===== config.mk =====
export PLATFORM = sky130hd
export DESIGN_NAME = matrix_frame_capture
export DESIGN_NICKNAME = d
export VERILOG_FILES = /design/src/rtl/matrix_if_pkg.sv /design/src/rtl/matrix_frame_capture_sync.sv /design/src/rtl/matrix_frame_capture.sv
export SDC_FILE = /design/constraint.sdc
export NUM_CORES = 1
export LEC_CHECK = 0
export ABC_CLOCK_PERIOD_IN_PS = 6050
export CORE_MARGIN = 2
export CORE_UTILIZATION = 46
export DETAILED_ROUTE_END_ITERATION = 12
export PLACE_DENSITY = 0.85
export SLEW_MARGIN = 20
export SYNTH_ARGS = -nofsm -noshare
export SYNTH_HDL_FRONTEND = slang
export SYNTH_SLANG_ARGS = --single-unit

===== constraint.sdc =====
create_clock -name clk -period 6.05 [get_ports clk]
set_clock_uncertainty 0.2 [all_clocks]
set_input_delay 1.21 -clock clk [delete_from_list [all_inputs] [get_ports clk]]
set_output_delay 1.21 -clock clk [all_outputs]
set_load 0.01 [all_outputs]

===== src/rtl/matrix_if_pkg.sv =====
// matrix_if_pkg
//   Shared definitions for the 8x8 LED-matrix link receiver.
//   - MATRIX_COLS / MATRIX_ROWS : panel geometry
//   - SHIFT_BITS_DEF            : bits per column word {red_row, blue_row}
//   - frame_t                   : one colour plane, indexed [col][row]
//   - cap_phase_t               : capture FSM phase
//   - is_onehot8()              : column-select validity test
package matrix_if_pkg;

    localparam int MATRIX_COLS    = 8;
    localparam int MATRIX_ROWS    = 8;
    localparam int SHIFT_BITS_DEF = 16;

    typedef logic [MATRIX_COLS-1:0][MATRIX_ROWS-1:0] frame_t;

    typedef enum logic [1:0] {
        IDLE     = 2'd0,
        SHIFTING = 2'd1,
        LATCH    = 2'd2
    } cap_phase_t;

    function automatic logic is_onehot8(input logic [7:0] v);
        return (v != 8'd0) && ((v & (v - 8'd1)) == 8'd0);
    endfunction

endpackage


===== src/rtl/matrix_frame_capture_sync.sv =====
// link_edge_sync
//   Brings a group of link lines onto clk: SYNC_STAGES synchronizer flops,
//   then one edge register holding the current and previous sample.
//   Data lines use the same module purely as a matched delay line so they
//   stay aligned with the edges detected on the control lines.
// Ports:
//   clk, reset : system clock, asynchronous active-high reset
//   din        : raw link lines
//   level      : synchronized level (edge-register output)
//   rise       : one-cycle rising-edge strobe, level & ~previous
module link_edge_sync #(
    parameter int               WIDTH       = 1,
    parameter int               SYNC_STAGES = 0,
    parameter logic [WIDTH-1:0] RESET_VAL   = '0
) (
    input  logic             clk,
    input  logic             reset,
    input  logic [WIDTH-1:0] din,
    output logic [WIDTH-1:0] level,
    output logic [WIDTH-1:0] rise
);

    logic [WIDTH-1:0] sync_out;
    logic [WIDTH-1:0] cur;
    logic [WIDTH-1:0] prev;

    generate
        if (SYNC_STAGES > 0) begin : g_sync
            logic [WIDTH-1:0] stage [SYNC_STAGES];

            always_ff @(posedge clk or posedge reset) begin
                if (reset) begin
                    for (int i = 0; i < SYNC_STAGES; i++) begin
                        stage[i] <= RESET_VAL;
                    end
                end else begin
                    stage[0] <= din;
                    for (int i = 1; i < SYNC_STAGES; i++) begin
                        stage[i] <= stage[i-1];
                    end
                end
            end

            assign sync_out = stage[SYNC_STAGES-1];
        end else begin : g_nosync
            assign sync_out = din;
        end
    endgenerate

    always_ff @(posedge clk or posedge reset) begin
        if (reset) begin
            cur  <= RESET_VAL;
            prev <= RESET_VAL;
        end else begin
            cur  <= sync_out;
            prev <= cur;
        end
    end

    assign level = cur;
    assign rise  = cur & ~prev;

endmodule


===== src/rtl/matrix_frame_capture.sv =====
// matrix_frame_capture
//   Receiving end of the 8x8 LED-matrix shift-register link. Rebuilds the
//   red/blue image from the DS / SH_CP / ST_CP stream: one 16-bit column
//   word {red_row, blue_row} is latched per store pulse into the column
//   selected by col_select, and a pulse is raised when all 8 columns have
//   been stored since the previous pulse.
// Ports:
//   clk, reset           : system clock, asynchronous active-high reset
//   sr_reset_n           : link shift-register master reset, active low
//   oe_n                 : link output enable, active low
//   sh_cp, st_cp, ds     : link shift clock, store clock, serial data
//   col_select[7:0]      : active column, one-hot
//   frame_red/frame_blue : captured image planes, [col][row]
//   frame_valid          : one-cycle pulse per completed frame
//   col_mask[7:0]        : columns stored in the current frame
//   err_len, err_col     : sticky store errors (bit count, column select)
//   blank                : registered oe_n
//   phase                : capture FSM state, for observation
module matrix_frame_capture
    import matrix_if_pkg::*;
#(
    parameter int SHIFT_BITS  = SHIFT_BITS_DEF,
    parameter int SYNC_STAGES = 0
) (
    input  logic       clk,
    input  logic       reset,
    input  logic       sr_reset_n,
    input  logic       oe_n,
    input  logic       sh_cp,
    input  logic       st_cp,
    input  logic       ds,
    input  logic [7:0] col_select,
    output frame_t     frame_red,
    output frame_t     frame_blue,
    output logic       frame_valid,
    output logic [7:0] col_mask,
    output logic       err_len,
    output logic       err_col,
    output logic       blank,
    output cap_phase_t phase
);

    localparam logic [4:0] BITCNT_MAX  = 5'd31;
    localparam logic [4:0] BITCNT_FULL = 5'(SHIFT_BITS);

    // ---------------------------------------------------------------
    // Link input conditioning; every line sees the same latency.
    // ---------------------------------------------------------------
    logic       sh_lvl, sh_rise;
    logic       st_lvl, st_rise;
    logic       srr_lvl, srr_rise;
    logic       oe_lvl, oe_rise;
    logic       ds_lvl, ds_rise;
    logic [7:0] col_lvl, col_rise;

    link_edge_sync #(.WIDTH(1), .SYNC_STAGES(SYNC_STAGES), .RESET_VAL(1'b0)) u_sh (
        .clk(clk), .reset(reset), .din(sh_cp), .level(sh_lvl), .rise(sh_rise));
    link_edge_sync #(.WIDTH(1), .SYNC_STAGES(SYNC_STAGES), .RESET_VAL(1'b0)) u_st (
        .clk(clk), .reset(reset), .din(st_cp), .level(st_lvl), .rise(st_rise));
    // Idle-high lines reset high so no spurious clear/unblank follows reset.
    link_edge_sync #(.WIDTH(1), .SYNC_STAGES(SYNC_STAGES), .RESET_VAL(1'b1)) u_srr (
        .clk(clk), .reset(reset), .din(sr_reset_n), .level(srr_lvl), .rise(srr_rise));
    link_edge_sync #(.WIDTH(1), .SYNC_STAGES(SYNC_STAGES), .RESET_VAL(1'b1)) u_oe (
        .clk(clk), .reset(reset), .din(oe_n), .level(oe_lvl), .rise(oe_rise));
    link_edge_sync #(.WIDTH(1), .SYNC_STAGES(SYNC_STAGES), .RESET_VAL(1'b0)) u_ds (
        .clk(clk), .reset(reset), .din(ds), .level(ds_lvl), .rise(ds_rise));
    link_edge_sync #(.WIDTH(8), .SYNC_STAGES(SYNC_STAGES), .RESET_VAL(8'h00)) u_col (
        .clk(clk), .reset(reset), .din(col_select), .level(col_lvl), .rise(col_rise));

    // Only levels are needed from these lines; their edge strobes are spare.
    logic unused_link;
    assign unused_link = ^{sh_lvl, st_lvl, srr_rise, oe_rise, ds_rise, col_rise};

    // ---------------------------------------------------------------
    // Shift register and bit counter
    // ---------------------------------------------------------------
    logic [SHIFT_BITS-1:0] shreg;
    logic [4:0]            bitcnt;

    // A store coinciding with a shift latches the pre-shift word (74HC595
    // behaviour); the shifted bit then becomes bit 1 of the next word.
    always_ff @(posedge clk or posedge reset) begin
        if (reset) begin
            shreg  <= '0;
            bitcnt <= '0;
        end else if (!srr_lvl) begin
            shreg  <= '0;
            bitcnt <= '0;
        end else if (sh_rise) begin
            shreg <= {shreg[SHIFT_BITS-2:0], ds_lvl};
            if (st_rise) begin
                bitcnt <= 5'd1;
            end else if (bitcnt != BITCNT_MAX) begin
                bitcnt <= bitcnt + 5'd1;
            end
        end else if (st_rise) begin
            bitcnt <= '0;
        end
    end

    // ---------------------------------------------------------------
    // Latch into frame buffer, frame completion, error flags, blank
    // ---------------------------------------------------------------
    logic       col_ok;
    logic [7:0] mask_next;

    assign col_ok    = is_onehot8(col_lvl);
    assign mask_next = col_mask | col_lvl;

    always_ff @(posedge clk or posedge reset) begin
        if (reset) begin
            frame_red   <= '0;
            frame_blue  <= '0;
            frame_valid <= 1'b0;
            col_mask    <= 8'h00;
            err_len     <= 1'b0;
            err_col     <= 1'b0;
            blank       <= 1'b1;
        end else begin
            frame_valid <= 1'b0;
            blank       <= oe_lvl;
            if (st_rise) begin
                if (bitcnt != BITCNT_FULL) begin
                    err_len <= 1'b1;
                end
                if (!col_ok) begin
                    err_col <= 1'b1;
                end else begin
                    for (int k = 0; k < MATRIX_COLS; k++) begin
                        if (col_lvl[k]) begin
                            frame_red[k]  <= shreg[2*MATRIX_ROWS-1:MATRIX_ROWS];
                            frame_blue[k] <= shreg[MATRIX_ROWS-1:0];
                        end
                    end
                    // Completion clears the mask in the same cycle, so the
                    // next store always opens a fresh frame.
                    if (mask_next == 8'hFF) begin
                        frame_valid <= 1'b1;
                        col_mask    <= 8'h00;
                    end else begin
                        col_mask <= mask_next;
                    end
                end
            end
        end
    end

    // ---------------------------------------------------------------
    // Capture phase FSM (observational; does not gate the datapath)
    // ---------------------------------------------------------------
    always_ff @(posedge clk or posedge reset) begin
        if (reset) begin
            phase <= IDLE;
        end else if (st_rise) begin
            phase <= LATCH;
        end else if (!srr_lvl) begin
            phase <= IDLE;
        end else begin
            case (phase)
                IDLE:     if (sh_rise) phase <= SHIFTING;
                SHIFTING: phase <= SHIFTING;
                LATCH:    phase <= sh_rise ? SHIFTING : IDLE;
                default:  phase <= IDLE;
            endcase
        end
    end

endmodule


==> impl_metrics.env <==
export IMPL_run_status="finished clean"
export IMPL_cts_buffers=17
export IMPL_power_switching_share=0.216
export IMPL_viasPerCell=5.18
export IMPL_critPathBufInv=1
export IMPL_grt_max_degree=92
export IMPL_core_area_um2=15100
export IMPL_dr_pass1_iters=4
export IMPL_grt_first_pass_wirelength_mm=25.6
export IMPL_numClockSinks=178
export IMPL_seq_power_share=0.497
export IMPL_r2r_start="u_col.level[7]"
export IMPL_yosysSeqAreaShare=0.627
export IMPL_clockBufferDepth=2
export IMPL_drive_gt1_frac=0.284
export IMPL_cp_arrival_ns=1.46
export IMPL_max_vdd_ir_drop_uv=184
export IMPL_post_cts_resized=0
export IMPL_finalHoldViolCount=0
export IMPL_max_slew_margin=0.261
export IMPL_worst_path_max_delay_cell="dfstp_2"
export IMPL_worstPathCellList="clkdlybuf4s50_1"
export IMPL_io_buffer_count=156
export IMPL_worstMarginPinSlew_ns=1.11
export IMPL_p_clk_frac=0.463
export IMPL_final_cell_count_no_fill=815
export IMPL_grt_pass1_vias=4562
export IMPL_design_area_um2=9410
export IMPL_track_usage=0.207
export IMPL_die_w_um=128
export IMPL_fp_dieH_um=128
export IMPL_clockRootBuffer="clkbuf_16"
export IMPL_num_vias=4218
export IMPL_clk_insertion_delay_late_ns=0.42
export IMPL_hp_class="flop to flop"
export IMPL_p_comb_frac=0.040
export IMPL_synth_distinct_cells=34
export IMPL_synth_top_area_cell="dfrtp_1"
export IMPL_netlist_area_leader_share=0.616
export IMPL_synth_main_ff_cell="dfrtp_1"
export IMPL_wl_mm=16.2
export IMPL_cts_tree="yes"
export IMPL_cts_setup_buffers=0
export IMPL_ios=157
export IMPL_endpoint_kind="output pin"
export IMPL_clk_pin_slew_ns=0.06
export IMPL_synth_warnings=0
export IMPL_finalCriticalPeriod_ns=2.87
export IMPL_netlist_instances=466
export IMPL_antenna_found_initial=0
export IMPL_power_internal_mw=1.94
export IMPL_cpPeakStageDelay_ns=0.52
export IMPL_fmax_ghz=0.348
export IMPL_final_max_slew_viol_count=0
export IMPL_avgRoutedWirePerCell_um=19.9
export IMPL_setup_violations=0
export IMPL_grt_overflow_total=0
export IMPL_crit_start="blank"
export IMPL_post_place_cells=783
export IMPL_ant_nets=0
export IMPL_critPathTopFamily="flip-flops"
export IMPL_avgSynthCellArea_um2=15.3
export IMPL_fp_row_count=45
export IMPL_drc_errors=0
export IMPL_cp_max_fo=1
export IMPL_placed_area_um2=8790
export IMPL_cap_violations=0
export IMPL_hold_buffers=0
export IMPL_drt_iter0_drc=230
export IMPL_synth_area_leaders="dfrtp_1 62%, mux2_2 12%, mux2_4 11%"
export IMPL_synthesis_area_um2=7110
export IMPL_final_nets=632
export IMPL_synth_top_cells_by_count="175 x dfrtp_1, 75 x mux2_2, 54 x mux2_4"
export IMPL_diodes=0
export IMPL_critical_path_class="flop to output pin"
export IMPL_synth_fp_nets=484
export IMPL_worstPathRequired_ns=4.64
export IMPL_period_share=0.475
export IMPL_area_delta_synth_final_pct=32.3
export IMPL_synthArstFlopShare=1.00
export IMPL_yosysMostFrequentCell="dfrtp_1"
export IMPL_p_leak_nw=4.48
export IMPL_fin_setup_tns_ns=0
export IMPL_gp_congestion=0.780
export IMPL_grt_setup_unrepaired="no"
export IMPL_synth_edff_count=0
export IMPL_power_density_nw_per_um2=262
export IMPL_p_switching_uw=534
export IMPL_htreeDepth=4
export IMPL_place_hpwl_mm=10.5
export IMPL_synth_seq_cells=178
export IMPL_min_from="u_oe.level"
export IMPL_start_kind="flop"
export IMPL_die_area_um2=16500
export IMPL_start_util=0.469
[cell type report]
type | instances | area, um^2
repair buffers | 159 | 1600
fillers | 1084 | 5740
flip-flops and latches | 178 | 4460
inverters | 11 | 45.0
well taps | 188 | 235
clock buffers | 20 | 467
clock inverters | 12 | 154
multi-input cells | 247 | 2450
[metrics by stage]
step	util	hold WS, ns	total power [mW]	worst slack (ns)
after CTS	0.621	0.160	2.48	3.16
final	0.621	0.159	2.47	3.18
after global routing	0.621	0.167	2.55	3.13
after detailed placement	0.580	0.151	1.35	2.93
after global placement	0.580	0.151	1.35	3.01
after floorplan	-	0.145	1.30	2.36
[logic make-up after synthesis]
kind of cell    count (synthesis)  share of synthesized area
simple gates                   66                     0.0450
buf+inv                        41                     0.0282
xor+xnor                        2                    0.00246
flops                         178                      0.627
fa+ha+maj                       3                    0.00528
mux                           129                      0.233
compound gates                 47                     0.0593
[metal layers]
| layer | vias up | wire, um | share of wire | global-route usage |
|---|---|---|---|---|
| met5 | - | 0 | 0 | 0 |
| met4 | 0 | 172 | 0.011 | 0.0621 |
| met3 | 18 | 1120 | 0.069 | 0.0682 |
| met2 | 132 | 7710 | 0.47 | 0.329 |
| met1 | 2165 | 7240 | 0.45 | 0.275 |
| li1 | 1903 | - | - | - |
[state kept, by name (all words and copies together), names as in the netlist, 2 cells and up]
signal       flops
phase            2
col_mask         8
u_col.level      8
shreg           16
bitcnt           5
frame_red       64
frame_blue      64
[placed cells by master (no fill, tap or decap), types with 2 or more instances in the layout]
master,n
dfrtp_1,175
xor2_1,2
nand4b_1,2
clkinvlp_4,4
o211ai_4,6
o22ai_1,4
clkbuf_8,3
inv_6,2
inv_1,10
clkdlybuf4s50_1,156
nor2b_1,3
buf_4,2
and3_1,2
mux2_2,75
a211oi_1,2
dfstp_2,3
nand2_1,38
bufinv_16,3
nand2b_1,2
a21oi_1,2
ha_1,3
clkbuf_16,17
clkinv_2,3
o21ai_0,3
mux2_4,54
a21boi_0,24
nor2_1,12
a21o_1,2
[power by group through the flow]
stage	clock network, mW	registers, mW	logic, mW
2_1_floorplan	0	1.25	0.0483
3_3_place_gp	0	1.25	0.0974
3_5_place_dp	0	1.25	0.101
4_1_cts	1.15	1.23	0.102
5_1_grt	1.21	1.23	0.110
6_report	1.14	1.23	0.0986
[path summary, 6_finish.rpt]
path / endpoint / slack, ns / cells past startpoint
worst max-delay path: blank / 3.18 / 1
worst min-delay path: blank / 0.16 / 0
worst max register to register: frame_red[10] / 3.26 / 5
worst min register to register: blank / 0.16 / 0
max in group asynchronous: frame_red[5] / 3.46 / 3
min in group asynchronous: frame_blue[29] / 1.12 / 2
Note: power is estimated with default switching activity, not from simulation.
